<file path="config.mk">
export PLATFORM = sky130hd
export DESIGN_NAME = lsu_mem_stage_flat
export DESIGN_NICKNAME = d
export VERILOG_FILES = /design/src/rtl/lsu_mem_stage_if.sv /design/src/rtl/lsu_mem_stage.sv /design/src/flat_wrapper.sv
export SDC_FILE = /design/constraint.sdc
export NUM_CORES = 1
export LEC_CHECK = 0
export ABC_AREA = 0
export CAP_MARGIN = 40
export CORE_ASPECT_RATIO = 0.5
export CORE_MARGIN = 2
export CORE_UTILIZATION = 30
export DETAILED_ROUTE_END_ITERATION = 6
export PLACE_DENSITY = 0.61
export SLEW_MARGIN = 0
export SYNTH_ARGS = -nofsm -noshare
export SYNTH_HDL_FRONTEND = slang
export SYNTH_SLANG_ARGS = --single-unit
</file>
<file path="constraint.sdc">
create_clock -name clk -period 3 [get_ports clk]
set_input_delay 0.6 -clock clk [delete_from_list [all_inputs] [get_ports clk]]
set_output_delay 0.6 -clock clk [all_outputs]
set_load 0.005 [all_outputs]
</file>
<file path="src/rtl/lsu_mem_stage_if.sv">
`default_nettype none
// ============================================================================
// Module      : lsu_mem_stage_if
// Description : Data-memory req/ack bus between the load/store unit and memory.
// Revision    : 1.0 - initial release
// ============================================================================
interface lsu_mem_stage_if #(
  parameter int DATA_WIDTH = 32
);
  logic                  dmem_req;
  logic                  dmem_we;
  logic [DATA_WIDTH-1:0] dmem_addr;
  logic [DATA_WIDTH-1:0] dmem_wdata;
  logic [3:0]            dmem_be;
  logic [DATA_WIDTH-1:0] dmem_rdata;
  logic                  dmem_ack;

  // Load/store unit side: drives the request, receives the response.
  modport master (
    output dmem_req,
    output dmem_we,
    output dmem_addr,
    output dmem_wdata,
    output dmem_be,
    input  dmem_rdata,
    input  dmem_ack
  );

  // Memory side: receives the request, returns data and completion.
  modport slave (
    input  dmem_req,
    input  dmem_we,
    input  dmem_addr,
    input  dmem_wdata,
    input  dmem_be,
    output dmem_rdata,
    output dmem_ack
  );
endinterface
`default_nettype wire

</file>
<file path="src/rtl/lsu_mem_stage.sv">
`default_nettype none
// ============================================================================
// Module      : lsu_mem_stage
// Description : Load/store unit. Issues one req/ack data-memory transaction
//               per load/store, stalls the core while it is outstanding,
//               aligns/extends load data and builds store lanes/byte enables.
// Revision    : 1.0 - initial release
// ============================================================================
module lsu_mem_stage #(
  parameter int DATA_WIDTH = 32
) (
  input  wire logic                  clk,
  input  wire logic                  rst_n,
  input  wire logic                  mem_read,
  input  wire logic                  mem_write,
  input  wire logic [2:0]            funct3,
  input  wire logic [DATA_WIDTH-1:0] addr,
  input  wire logic [DATA_WIDTH-1:0] store_data,
  output logic                       stall,
  output logic [DATA_WIDTH-1:0]      load_data,
  output logic                       load_valid,
  output logic                       misaligned,
  output logic                       access_err,
  lsu_mem_stage_if.master            dmem
);

  typedef enum logic [1:0] {
    S_IDLE = 2'd0,
    S_REQ  = 2'd1,
    S_DONE = 2'd2
  } state_t;

  localparam logic [3:0] c_BE_ALL = 4'b1111;

  state_t r_state;
  state_t w_next_state;

  logic                  r_dmem_req;
  logic                  r_dmem_we;
  logic [DATA_WIDTH-1:0] r_dmem_addr;
  logic [DATA_WIDTH-1:0] r_dmem_wdata;
  logic [3:0]            r_dmem_be;
  logic [1:0]            r_offset;
  logic [2:0]            r_funct3;
  logic [DATA_WIDTH-1:0] r_load_data;
  logic                  r_load_valid;

  logic                  w_access;
  logic                  w_is_store;
  logic                  w_f3_legal;
  logic                  w_aligned;
  logic [3:0]            w_store_be;
  logic [DATA_WIDTH-1:0] w_store_wdata;
  logic                  w_start;
  logic                  w_finish;
  logic [7:0]            w_rbyte;
  logic [15:0]           w_rhalf;
  logic [DATA_WIDTH-1:0] w_load_ext;

  // A simultaneous read+write is treated as a store.
  assign w_access   = mem_read | mem_write;
  assign w_is_store = mem_write;

  // Decode legality of funct3 and alignment of the address for this access size.
  always_comb begin
    w_f3_legal = 1'b0;
    w_aligned  = 1'b1;
    if (w_is_store) begin
      w_f3_legal = (funct3 == 3'b000) || (funct3 == 3'b001) || (funct3 == 3'b010);
    end else begin
      w_f3_legal = (funct3 == 3'b000) || (funct3 == 3'b001) || (funct3 == 3'b010) ||
                   (funct3 == 3'b100) || (funct3 == 3'b101);
    end
    case (funct3[1:0])
      2'b01:   w_aligned = ~addr[0];
      2'b10:   w_aligned = (addr[1:0] == 2'b00);
      default: w_aligned = 1'b1;
    endcase
  end

  // Store byte enables and lane-replicated write data.
  always_comb begin
    w_store_be    = c_BE_ALL;
    w_store_wdata = store_data;
    case (funct3[1:0])
      2'b00: begin
        w_store_be    = 4'b0001 << addr[1:0];
        w_store_wdata = {4{store_data[7:0]}};
      end
      2'b01: begin
        w_store_be    = addr[1] ? 4'b1100 : 4'b0011;
        w_store_wdata = {2{store_data[15:0]}};
      end
      default: begin
        w_store_be    = c_BE_ALL;
        w_store_wdata = store_data;
      end
    endcase
  end

  // Select and extend the addressed byte/half of the returned read word.
  always_comb begin
    w_rbyte    = 8'h00;
    w_rhalf    = r_offset[1] ? dmem.dmem_rdata[31:16] : dmem.dmem_rdata[15:0];
    w_load_ext = dmem.dmem_rdata;
    case (r_offset)
      2'd0:    w_rbyte = dmem.dmem_rdata[7:0];
      2'd1:    w_rbyte = dmem.dmem_rdata[15:8];
      2'd2:    w_rbyte = dmem.dmem_rdata[23:16];
      default: w_rbyte = dmem.dmem_rdata[31:24];
    endcase
    case (r_funct3)
      3'b000:  w_load_ext = {{(DATA_WIDTH-8){w_rbyte[7]}}, w_rbyte};
      3'b001:  w_load_ext = {{(DATA_WIDTH-16){w_rhalf[15]}}, w_rhalf};
      3'b100:  w_load_ext = {{(DATA_WIDTH-8){1'b0}}, w_rbyte};
      3'b101:  w_load_ext = {{(DATA_WIDTH-16){1'b0}}, w_rhalf};
      default: w_load_ext = dmem.dmem_rdata;
    endcase
  end

  // State register.
  always_ff @(posedge clk or negedge rst_n) begin
    if (!rst_n) begin
      r_state <= S_IDLE;
    end else begin
      r_state <= w_next_state;
    end
  end

  // Next-state logic, stall and rejection flags; requests in DONE are ignored.
  always_comb begin
    w_next_state = r_state;
    stall        = 1'b0;
    misaligned   = 1'b0;
    access_err   = 1'b0;
    w_start      = 1'b0;
    w_finish     = 1'b0;
    case (r_state)
      S_IDLE: begin
        if (w_access) begin
          if (!w_f3_legal) begin
            access_err = 1'b1;
          end else if (!w_aligned) begin
            misaligned = 1'b1;
          end else begin
            stall        = 1'b1;
            w_start      = 1'b1;
            w_next_state = S_REQ;
          end
        end
      end
      S_REQ: begin
        stall = 1'b1;
        if (dmem.dmem_ack) begin
          w_finish     = 1'b1;
          w_next_state = S_DONE;
        end
      end
      S_DONE: begin
        w_next_state = S_IDLE;
      end
      default: begin
        w_next_state = S_IDLE;
      end
    endcase
  end

  // Bus request registers and load result capture.
  always_ff @(posedge clk or negedge rst_n) begin
    if (!rst_n) begin
      r_dmem_req   <= 1'b0;
      r_dmem_we    <= 1'b0;
      r_dmem_addr  <= '0;
      r_dmem_wdata <= '0;
      r_dmem_be    <= 4'b0000;
      r_offset     <= 2'b00;
      r_funct3     <= 3'b000;
      r_load_data  <= '0;
      r_load_valid <= 1'b0;
    end else begin
      r_load_valid <= 1'b0;
      if (w_start) begin
        r_dmem_req   <= 1'b1;
        r_dmem_we    <= w_is_store;
        r_dmem_addr  <= {addr[DATA_WIDTH-1:2], 2'b00};
        r_dmem_be    <= w_is_store ? w_store_be : c_BE_ALL;
        r_dmem_wdata <= w_is_store ? w_store_wdata : '0;
        r_offset     <= addr[1:0];
        r_funct3     <= funct3;
      end
      if (w_finish) begin
        r_dmem_req <= 1'b0;
        if (!r_dmem_we) begin
          r_load_data  <= w_load_ext;
          r_load_valid <= 1'b1;
        end
      end
    end
  end

  assign dmem.dmem_req   = r_dmem_req;
  assign dmem.dmem_we    = r_dmem_we;
  assign dmem.dmem_addr  = r_dmem_addr;
  assign dmem.dmem_wdata = r_dmem_wdata;
  assign dmem.dmem_be    = r_dmem_be;
  assign load_data       = r_load_data;
  assign load_valid      = r_load_valid;

endmodule
`default_nettype wire
</file>
<file path="src/flat_wrapper.sv">
// flat-port wrapper written by rule: the top's interface ports become plain ports
module lsu_mem_stage_flat 
#(
  parameter int DATA_WIDTH = 32
)
  (clk, rst_n, mem_read, mem_write, funct3, addr, store_data, stall, load_data, load_valid, misaligned, access_err, dmem_dmem_req, dmem_dmem_we, dmem_dmem_addr, dmem_dmem_wdata, dmem_dmem_be, dmem_dmem_rdata, dmem_dmem_ack);
  lsu_mem_stage_if #(.DATA_WIDTH(DATA_WIDTH)) dmem_i ();
  input  wire logic clk;
  input  wire logic rst_n;
  input  wire logic mem_read;
  input  wire logic mem_write;
  input  wire logic [2:0] funct3;
  input  wire logic [DATA_WIDTH-1:0] addr;
  input  wire logic [DATA_WIDTH-1:0] store_data;
  output logic stall;
  output logic [DATA_WIDTH-1:0] load_data;
  output logic load_valid;
  output logic misaligned;
  output logic access_err;
  output wire logic [$bits(dmem_i.dmem_req)-1:0] dmem_dmem_req;
  output wire logic [$bits(dmem_i.dmem_we)-1:0] dmem_dmem_we;
  output wire logic [$bits(dmem_i.dmem_addr)-1:0] dmem_dmem_addr;
  output wire logic [$bits(dmem_i.dmem_wdata)-1:0] dmem_dmem_wdata;
  output wire logic [$bits(dmem_i.dmem_be)-1:0] dmem_dmem_be;
  input wire logic [$bits(dmem_i.dmem_rdata)-1:0] dmem_dmem_rdata;
  input wire logic [$bits(dmem_i.dmem_ack)-1:0] dmem_dmem_ack;
  assign dmem_dmem_req = dmem_i.dmem_req;
  assign dmem_dmem_we = dmem_i.dmem_we;
  assign dmem_dmem_addr = dmem_i.dmem_addr;
  assign dmem_dmem_wdata = dmem_i.dmem_wdata;
  assign dmem_dmem_be = dmem_i.dmem_be;
  assign dmem_i.dmem_rdata = dmem_dmem_rdata;
  assign dmem_i.dmem_ack = dmem_dmem_ack;
  lsu_mem_stage #(.DATA_WIDTH(DATA_WIDTH)) u_core (.clk(clk), .rst_n(rst_n), .mem_read(mem_read), .mem_write(mem_write), .funct3(funct3), .addr(addr), .store_data(store_data), .stall(stall), .load_data(load_data), .load_valid(load_valid), .misaligned(misaligned), .access_err(access_err), .dmem(dmem_i));
endmodule
</file>
==> results of run 1 <==
-- what timing repair did --
action                                  4_1_cts  5_1_grt
pin swaps                                     1        1
setup buffers                                 1        1
endpoints found under the setup margin        3        2
endpoints found under the hold margin         0        0
gates resized for setup                       8        4
-- Yosys cell counts, drive strengths merged --
cell / instances / area, µm²
dfrtp: 108 / 2703
o21ai: 63 / 315.3
mux2: 47 / 698.2
nand2: 47 / 176.4
inv: 34 / 127.6
mux2i: 33 / 330.3
a21oi: 25 / 125.1
buf: 22 / 163.9
o211ai: 21 / 157.7
a21boi: 16 / 120.1
clkbuf: 14 / 52.55
nor3: 11 / 101.4
a22oi: 9 / 72.57
nor2b: 9 / 56.30
or3: 9 / 56.30
nor2: 6 / 30.03
ha: 3 / 37.54
nand2b: 3 / 18.77
a21o: 1 / 7.510
a2bb2oi: 1 / 8.760
a31oi: 1 / 6.260
and2b: 1 / 10.01
and4b: 1 / 10.01
conb: 1 / 3.750
mux4: 1 / 22.52
nand3: 1 / 5.000
nand4bb: 1 / 11.26
nor3b: 1 / 7.510
nor4: 1 / 6.260
o211a: 1 / 10.01
o21ba: 1 / 10.01
o31ai: 1 / 7.510
or2: 1 / 6.260
-- how the worst max path moves through the flow --
stage | to | depth (start not counted) | slack, ns
floorplan | stall | 7 | 0.83
global placement | stall | 8 | -0.06
detailed placement | stall | 8 | -0.13
CTS | misaligned | 8 | 0.006
global route | stall | 8 | 0.02
finish | stall | 8 | 0.13
-- kinds of logic (layout without fill, tap and decap cells) --
kind of cell             Yosys count  after routing  synth area share, %
AO/OA/AOI/OAI                    140            140                15.36
adder cells (fa/ha/maj)            3              3               0.6856
buffers and inverters             70            281                6.284
flip-flops                       108            108                49.36
multiplexers                      81             81                19.20
other                              1              2              0.06849
AND/OR/NAND/NOR                   92             92                9.049
-- report_power, final --
group / switching (mW) / internal, mW / total, mW
registers: 0.477 / 2.07 / 2.54
clock network: 0.549 / 0.742 / 1.29
logic: 1.03 / 1.86 / 2.89
-- routing by layer --
layer	up-vias	GRT usage, %	share of wire [%]
met1	2167	21.87	45
met4	0	6.812	3.4
met5	-	0	0
li1	2144	-	-
met2	107	28.27	48
met3	35	2.781	3.4
-- final cells by class --
| type | count | area [µm²] |
|---|---|---|
| clock buffer | 10 | 229.0 |
| clock inverter | 6 | 95.09 |
| fill | 1649 | 9387 |
| inverter | 34 | 127.6 |
| multi-input combinational | 318 | 2476 |
| sequential | 108 | 2703 |
| tap | 234 | 292.8 |
| timing repair buffer | 231 | 2302 |
-- state kept, by name, summed over array words and instances (netlist names) --
register	flops
u_core.load_data	32
u_core.dmem.dmem_req	1
u_core.load_valid	1
u_core.dmem.dmem_wdata	32
u_core.r_offset	2
u_core.dmem.dmem_we	1
u_core.r_funct3	3
u_core.dmem.dmem_addr	30
u_core.dmem.dmem_be	4
u_core.r_state	2
==> impl_metrics.env, run 1 <==
export IMPL_timing_fmax_mhz=348.6
export IMPL_tightest_slew_ns=0.8905
export IMPL_synth_distinct_cells=44
export IMPL_hold_path_class="in2async"
export IMPL_stdcell_area_um2=8225
export IMPL_die_area_um2=19410
export IMPL_post_place_cells=923
export IMPL_maxCapViolCount=0
export IMPL_cts_htree_levels=3
export IMPL_grt_first_pass_wirelength_um=25750
export IMPL_diodes=0
export IMPL_path_class="in2out"
export IMPL_crit_start="funct3[1]"
export IMPL_placementRows=34
export IMPL_drc=0
export IMPL_holdBufCountCts=0
export IMPL_clockRootBuffer="clkbuf_16"
export IMPL_wl_per_cell_um=17.30
export IMPL_core_um2=17610
export IMPL_drt_antenna_violating_nets=0
export IMPL_track_usage_pct=16.83
export IMPL_skew_ns=0.01162
export IMPL_peakVddDrop_v=0.0002899
export IMPL_cp_arrival_ns=2.27
export IMPL_cp_required_ns=2.40
export IMPL_rsz0062_at_grt="false"
export IMPL_area_growth_pct=50.23
export IMPL_whs_ns=0.1198
export IMPL_crit_path_start_kind="primary input"
export IMPL_grt_pass1_vias=4571
export IMPL_ios=210
export IMPL_clock_sinks=108
export IMPL_ys_seq_area_share_pct=49.36
export IMPL_synth_area_um2=5475
export IMPL_power_total_mw=6.730
export IMPL_crit_family="buffers and inverters"
export IMPL_layout_commonest_cell="clkdlybuf4s50_1"
export IMPL_critPathMaxFanout=4
export IMPL_die_x_um=195.1
export IMPL_vias=4453
export IMPL_via_per_inst=4.732
export IMPL_synthCells=495
export IMPL_slew_viol_final=0
export IMPL_wirelength_um=16280
export IMPL_worstRegToRegCells=4
export IMPL_avgSynthCellArea_um2=11.06
export IMPL_cp_slowest_cell="clkdlybuf4s50_1"
export IMPL_gr_total_overflow=0
export IMPL_yosys_warnings=0
export IMPL_outcome="finished clean"
export IMPL_p_leak_nw=3.438
export IMPL_grt_max_degree=91
export IMPL_critPathMaxStageDelay_ns=0.52
export IMPL_relSlewSlack_pct=40.51
export IMPL_final_cells=941
export IMPL_fin_setup_tns_ns=0
export IMPL_path_buf_inv=3
export IMPL_portBuffers=207
export IMPL_report_final_hold_viol_count=0
export IMPL_worstSkewPairLatency_ns=0.35
export IMPL_powerDensity_nw_per_um2=818.1
export IMPL_gp_congestion=0.8160
export IMPL_cts_buffers=9
export IMPL_cts_clk_slew_worst_paths_ns=0.07
export IMPL_start_util_pct=31.09
export IMPL_layout_common_cells="clkdlybuf4s50_1, dfrtp_1, nand2_1"
export IMPL_setup_viol=0
export IMPL_finalCritPeriodShare_pct=95.62
export IMPL_min_period_ns=2.869
export IMPL_placed_area_um2=7848
export IMPL_cts_tree="done"
export IMPL_ys_seq_elements=108
export IMPL_timing_rr_start="u_core.r_offset[1]"
export IMPL_dp_hpwl_um=12230
export IMPL_post_place_ws_ns=-0.1322
export IMPL_final_nets=809
export IMPL_clk_path_buf_depth=2
export IMPL_die_height_um=99.53
export IMPL_fin_util_pct=46.70
export IMPL_r2r_end="u_core.load_data[9]"
export IMPL_drive_above_1_share_pct=15.56
export IMPL_drt_iter0_markers=176
export IMPL_worst_slack_ns=0.1315
export IMPL_antenna_found_initial=0
export IMPL_cp_end_kind="primary output"
export IMPL_crit_chain="clkdlybuf4s50_1 -> ha_2 -> nand2b_1 -> a22oi_2 -> buf_4 -> o211ai_1 -> a21oi_1 -> dlygate4sd2_1"
export IMPL_dr_pass1_iters=4
export IMPL_r2r_setup_slack_ns=0.87
No activity file was read; power rests on OpenSTA's default activity.
==> run 2: changes to the inputs <==
--- a/config.mk
+++ b/config.mk
@@ -10,8 +10,9 @@
 export CORE_ASPECT_RATIO = 0.5
 export CORE_MARGIN = 2
 export CORE_UTILIZATION = 30
+export CTS_CLUSTER_DIAMETER = 200
 export DETAILED_ROUTE_END_ITERATION = 6
-export PLACE_DENSITY = 0.61
+export PLACE_DENSITY = 0.68
 export SLEW_MARGIN = 0
 export SYNTH_ARGS = -nofsm -noshare
 export SYNTH_HDL_FRONTEND = slang
==> impl_metrics.env, run 2 (same netlist as run 1, synthesis figures left out) <==
export IMPL_tightest_slew_ns=0.8342
export IMPL_layout_commonest_cell="clkdlybuf4s50_1"
export IMPL_wl_per_cell_um=17.66
export IMPL_grt_max_degree=48
export IMPL_hold_path_class="in2async"
export IMPL_slew_viol_final=0
export IMPL_cts_htree_levels=3
export IMPL_dr_pass1_iters=4
export IMPL_gr_total_overflow=0
export IMPL_grt_pass1_vias=4873
export IMPL_drt_iter0_markers=247
export IMPL_min_period_ns=2.924
export IMPL_p_leak_nw=3.418
export IMPL_area_growth_pct=50.32
export IMPL_cp_arrival_ns=3.15
export IMPL_final_cells=946
export IMPL_vias=4585
export IMPL_grt_first_pass_wirelength_um=26510
export IMPL_top_layer_used="met4"
export IMPL_holdBufCountCts=0
export IMPL_gp_congestion=0.8839
export IMPL_report_final_hold_viol_count=0
export IMPL_outcome="finished clean"
export IMPL_clockRootBuffer="clkbuf_16"
export IMPL_start_util_pct=31.09
export IMPL_setup_viol=0
export IMPL_track_usage_pct=17.35
export IMPL_diodes=0
export IMPL_cts_clk_slew_worst_paths_ns=0.08
export IMPL_cp_end_kind="flop"
export IMPL_die_height_um=99.53
export IMPL_wl_met1_um=7244
export IMPL_die_x_um=195.1
export IMPL_critPathMaxFanout=4
export IMPL_drt_antenna_violating_nets=0
export IMPL_core_um2=17610
export IMPL_skew_ns=0.01406
export IMPL_timing_fmax_mhz=342.0
export IMPL_maxCapViolCount=0
export IMPL_relSlewSlack_pct=44.27
export IMPL_ios=210
export IMPL_r2r_end="u_core.r_funct3[1]"
export IMPL_clock_sinks=108
export IMPL_cts_buffers=9
export IMPL_power_total_mw=6.653
export IMPL_fin_setup_tns_ns=0
export IMPL_timing_rr_start="u_core.r_state[1]"
export IMPL_stdcell_area_um2=8230
export IMPL_placed_area_um2=7825
export IMPL_wirelength_um=16710
export IMPL_powerDensity_nw_per_um2=808.3
export IMPL_worstSkewPairLatency_ns=0.36
export IMPL_drive_above_1_share_pct=16.57
export IMPL_cts_tree="done"
export IMPL_post_place_cells=920
export IMPL_placementRows=34
export IMPL_worstRegToRegCells=13
export IMPL_cp_required_ns=3.23
export IMPL_whs_ns=0.2719
export IMPL_peakVddDrop_v=0.0003022
export IMPL_via_per_inst=4.847
export IMPL_drc=0
export IMPL_layout_common_cells="clkdlybuf4s50_1, dfrtp_1, nand2_1"
export IMPL_antenna_found_initial=0
export IMPL_dp_hpwl_um=12120
export IMPL_final_nets=814
export IMPL_final_fill_count=1649
export IMPL_portBuffers=207
export IMPL_die_area_um2=19410
export IMPL_dr_wl_met3_um=576
export IMPL_r2r_setup_slack_ns=0.46
export IMPL_clk_path_buf_depth=2
export IMPL_finalCritPeriodShare_pct=97.47
export IMPL_path_class="in2reg"
export IMPL_crit_path_start_kind="primary input"
export IMPL_dr_wl_met2_um=8499
-- run 2: critical path, stage by stage --
cell and delay (ns):
clkdlybuf4s50_1 0.44, nand2b_1 0.17, a22oi_2 0.22, o211ai_1 0.17, buf_4 0.16, buf_4 0.12
buf_4 0.12, buf_4 0.12, buf_4 0.12, buf_4 0.12, buf_4 0.12, buf_4 0.12
buf_4 0.12, buf_4 0.14, mux2_2 0.28
-- run 2: routing by layer --
layer | vias to the layer above | track usage [%]
li1 | 2147 | -
met1 | 2299 | 21.90
met2 | 111 | 30.19
met3 | 28 | 2.950
met4 | 0 | 6.400
met5 | - | 0
-- run 2: per-stage QoR --
step	setup slack, ns	util [%]
4_1_cts	0.007587	46.60
5_1_grt	-0.01480	46.73
6_report	0.07590	46.73
3_5_place_dp	-0.1595	44.43
3_3_place_gp	-0.09280	44.43
2_1_floorplan	0.8255	-
-- run 2: area by class of cell --
class | count | area (µm²) | share of cell area [%]
clock buffers | 10 | 239.0 | 2.904
multi-input cells | 318 | 2476 | 30.09
flip-flops and latches | 108 | 2703 | 32.84
inverters | 34 | 127.6 | 1.551
well taps | 234 | 292.8 | 3.557
clock inverters | 6 | 58.81 | 0.7145
repair buffers | 236 | 2333 | 28.35
-- run 2: where the power goes --
group          internal (mW)  switching, mW
logic                   1.87           1.08
registers               2.07          0.445
clock network          0.603          0.587
-- run 2: repair_timing --
item | CTS | global route
endpoints found under the setup margin | 3 | 4
setup buffers | 9 | 1
resized for setup | 7 | 7
pin swaps | 2 | 3
-- run 2: worst max-delay path by stage --
stage / start / to / slack, ns / depth (start not counted)
after floorplan: funct3[0] / stall / 0.83 / 7
after global placement: funct3[1] / stall / -0.09 / 8
after detailed placement: funct3[1] / stall / -0.16 / 8
after CTS: mem_write / stall / 0.008 / 6
after global routing: funct3[2] / u_core.r_funct3[1] / -0.01 / 15
final: funct3[2] / u_core.r_funct3[1] / 0.08 / 15
==> run 3: changes to the inputs <==
--- a/config.mk
+++ b/config.mk
@@ -5,9 +5,9 @@
 export SDC_FILE = /design/constraint.sdc
 export NUM_CORES = 1
 export LEC_CHECK = 0
-export ABC_AREA = 0
+export ABC_AREA = 1
 export CAP_MARGIN = 40
-export CORE_ASPECT_RATIO = 0.5
+export CORE_ASPECT_RATIO = 0.75
 export CORE_MARGIN = 2
 export CORE_UTILIZATION = 30
 export CTS_CLUSTER_DIAMETER = 200
==> impl_metrics.env, run 3 <==
export IMPL_hold_path_class="in2async"
export IMPL_path_class="in2out"
export IMPL_wl_per_cell_um=14.31
export IMPL_core_um2=17710
export IMPL_clk_path_buf_depth=2
export IMPL_synth_top_area_cell="dfrtp_1"
export IMPL_multi_input_comb_area_um2=2288
export IMPL_diodes=0
export IMPL_final_cells=1192
export IMPL_critPathMaxFanout=3
export IMPL_gr_total_overflow=0
export IMPL_crit_chain="clkdlybuf4s50_1 -> inv_2 -> ha_2 -> nor2_2 -> nand2_1 -> a21oi_1 -> clkdlybuf4s50_1"
export IMPL_post_place_cells=1175
export IMPL_vias=5369
export IMPL_finalCritPeriodShare_pct=95.67
export IMPL_avgSynthCellArea_um2=7.256
export IMPL_layout_common_cells="nand2_1, clkdlybuf4s50_1, dfrtp_1"
export IMPL_powerDensity_nw_per_um2=777.0
export IMPL_critPathMaxStageDelay_ns=0.58
export IMPL_whs_ns=0.3202
export IMPL_path_buf_inv=3
export IMPL_cp_end_kind="primary output"
export IMPL_final_nets=1052
export IMPL_min_period_ns=2.870
export IMPL_slew_viol_final=0
export IMPL_ys_async_sr_fraction_pct=100.0
export IMPL_outcome="finished clean"
export IMPL_placementRows=42
export IMPL_area_growth_pct=47.76
export IMPL_die_area_um2=19290
export IMPL_grt_max_degree=109
export IMPL_clock_sinks=108
export IMPL_ios=210
export IMPL_timing_rr_start="u_core.r_offset[1]"
export IMPL_start_util_pct=30.81
export IMPL_synth_top_area_share_pct=49.53
export IMPL_crit_path_start_kind="primary input"
export IMPL_cts_tree="done"
export IMPL_power_total_mw=6.265
export IMPL_relSlewSlack_pct=55.85
export IMPL_worstRegToRegCells=5
export IMPL_fin_setup_tns_ns=0
export IMPL_synth_distinct_cells=24
export IMPL_synth_ff_type="dfrtp_1"
export IMPL_cp_required_ns=2.40
export IMPL_cp_slowest_cell="clkdlybuf4s50_1"
export IMPL_timing_fmax_mhz=348.4
export IMPL_peakVddDrop_v=0.0004136
export IMPL_dp_hpwl_um=12210
export IMPL_synthCells=752
export IMPL_tightest_slew_ns=0.6616
export IMPL_p_leak_nw=4.056
export IMPL_report_final_hold_viol_count=0
export IMPL_via_per_inst=4.504
export IMPL_rsz0062_at_grt="false"
export IMPL_wirelength_um=17050
export IMPL_maxCapViolCount=0
export IMPL_synth_most_common_cell="nand2_1"
export IMPL_synthTopCellsByCount="nand2_1, dfrtp_1, inv_1, o21ai_0, nand3_1"
export IMPL_clockRootBuffer="clkbuf_16"
export IMPL_synth_edf_count=0
export IMPL_cts_clk_slew_worst_paths_ns=0.07
export IMPL_drc=0
export IMPL_grt_first_pass_wirelength_um=27560
export IMPL_track_usage_pct=17.98
export IMPL_cp_arrival_ns=2.27
export IMPL_dr_pass1_iters=5
export IMPL_yosys_warnings=0
export IMPL_portBuffers=207
export IMPL_setup_viol=0
export IMPL_ys_seq_elements=108
export IMPL_die_x_um=159.7
export IMPL_synthTopCellsByArea="dfrtp_1, nand2_1, inv_1"
export IMPL_synth_area_um2=5456
export IMPL_drt_antenna_violating_nets=0
export IMPL_antenna_found_initial=0
export IMPL_register_area_um2=2703
export IMPL_r2r_setup_slack_ns=1.10
export IMPL_cts_buffers=9
export IMPL_grt_pass1_vias=5182
export IMPL_die_height_um=120.8
export IMPL_skew_ns=0.01237
export IMPL_r2r_end="u_core.load_data[24]"
export IMPL_ys_seq_area_share_pct=49.53
export IMPL_final_fill_count=1818
export IMPL_gp_congestion=0.8391
export IMPL_crit_path_frequent_cell="clkdlybuf4s50_1"
export IMPL_holdBufCountCts=0
export IMPL_drive_above_1_share_pct=6.526
export IMPL_layout_commonest_cell="nand2_1"
export IMPL_cts_htree_levels=3
export IMPL_crit_family="buffers and inverters"
export IMPL_drt_iter0_markers=290
export IMPL_worstSkewPairLatency_ns=0.36
==> run 3: cell count changes after synthesis, moves of 9 or more <==
| cell | previous run | this run |
|---|---|---|
| nor2b_1 | 9 | 0 |
| buf_2 | 8 | 18 |
| mux2i_1 | 33 | 0 |
| o21ai_1 | 34 | 17 |
| o21ai_0 | 29 | 47 |
| nand2_1 | 47 | 337 |
| mux2_4 | 45 | 0 |
| nor2_1 | 5 | 42 |
| or3_1 | 9 | 0 |
| nand3_1 | 1 | 43 |
| o211ai_1 | 21 | 0 |
| or2_2 | 0 | 16 |
| inv_1 | 31 | 65 |
==> run 3: worst max path at each step <==
stage,end,cells after the start,slack [ns],startpoint
3_5_place_dp,stall,10,0.001,funct3[1]
6_report,access_err,7,0.13,funct3[1]
2_1_floorplan,stall,11,0.69,funct3[0]
5_1_grt,access_err,7,0.03,funct3[1]
4_1_cts,stall,10,0.003,funct3[1]
3_3_place_gp,stall,10,0.03,funct3[1]
==> run 3: logic make-up (layout without fill, tap and decap cells) <==
family / Yosys count / count (layout) / share of synthesized area (%)
compound gates: 85 / 85 / 8.026
fa+ha+maj: 3 / 3 / 0.6880
buf+inv: 110 / 307 / 9.012
flops: 108 / 108 / 49.53
other cells: 1 / 2 / 0.06873
simple gates: 445 / 445 / 32.68
==> run 3: what timing repair did <==
| action | 4_1_cts | 5_1_grt |
|---|---|---|
| resized for setup | 0 | 9 |
| endpoints found under the setup margin | 0 | 3 |
| buffers inserted | 0 | 1 |
==> run 3: per-stage QoR <==
| stage | setup WS, ns | utilization (%) | area (µm²) |
|---|---|---|---|
| floorplan | 0.6941 | - | 5460 |
| global placement | 0.02746 | 43.72 | 7742 |
| detailed placement | 0.001143 | 43.72 | 7742 |
| CTS | 0.002593 | 45.34 | 8030 |
| global route | 0.03079 | 45.53 | 8063 |
| finish | 0.1298 | 45.53 | 8063 |
==> run 3: layer usage <==
layer | vias up | GRT usage [%] | share of wire (%)
met2 | 216 | 26.43 | 42
li1 | 2696 | - | -
met5 | - | 0 | 0
met3 | 13 | 8.096 | 11
met1 | 2444 | 24.30 | 46
met4 | 0 | 3.864 | 1.2
==> run 3: area by class of cell <==
class	count	area share (%)
multi-input cells	535	28.38
clock buffers	9	2.793
flip-flops and latches	108	33.52
inverters	67	3.119
repair buffers	224	27.65
well taps	242	3.755
clock inverters	7	0.7759
==> run 3: power by group <==
group	leakage [nW]	switching, mW	internal, mW	total (mW)
clock	0.139	0.602	0.584	1.19
combinational	2.57	1.17	1.51	2.68
sequential	1.35	0.380	2.02	2.40
total	4.06	2.15	4.11	6.27
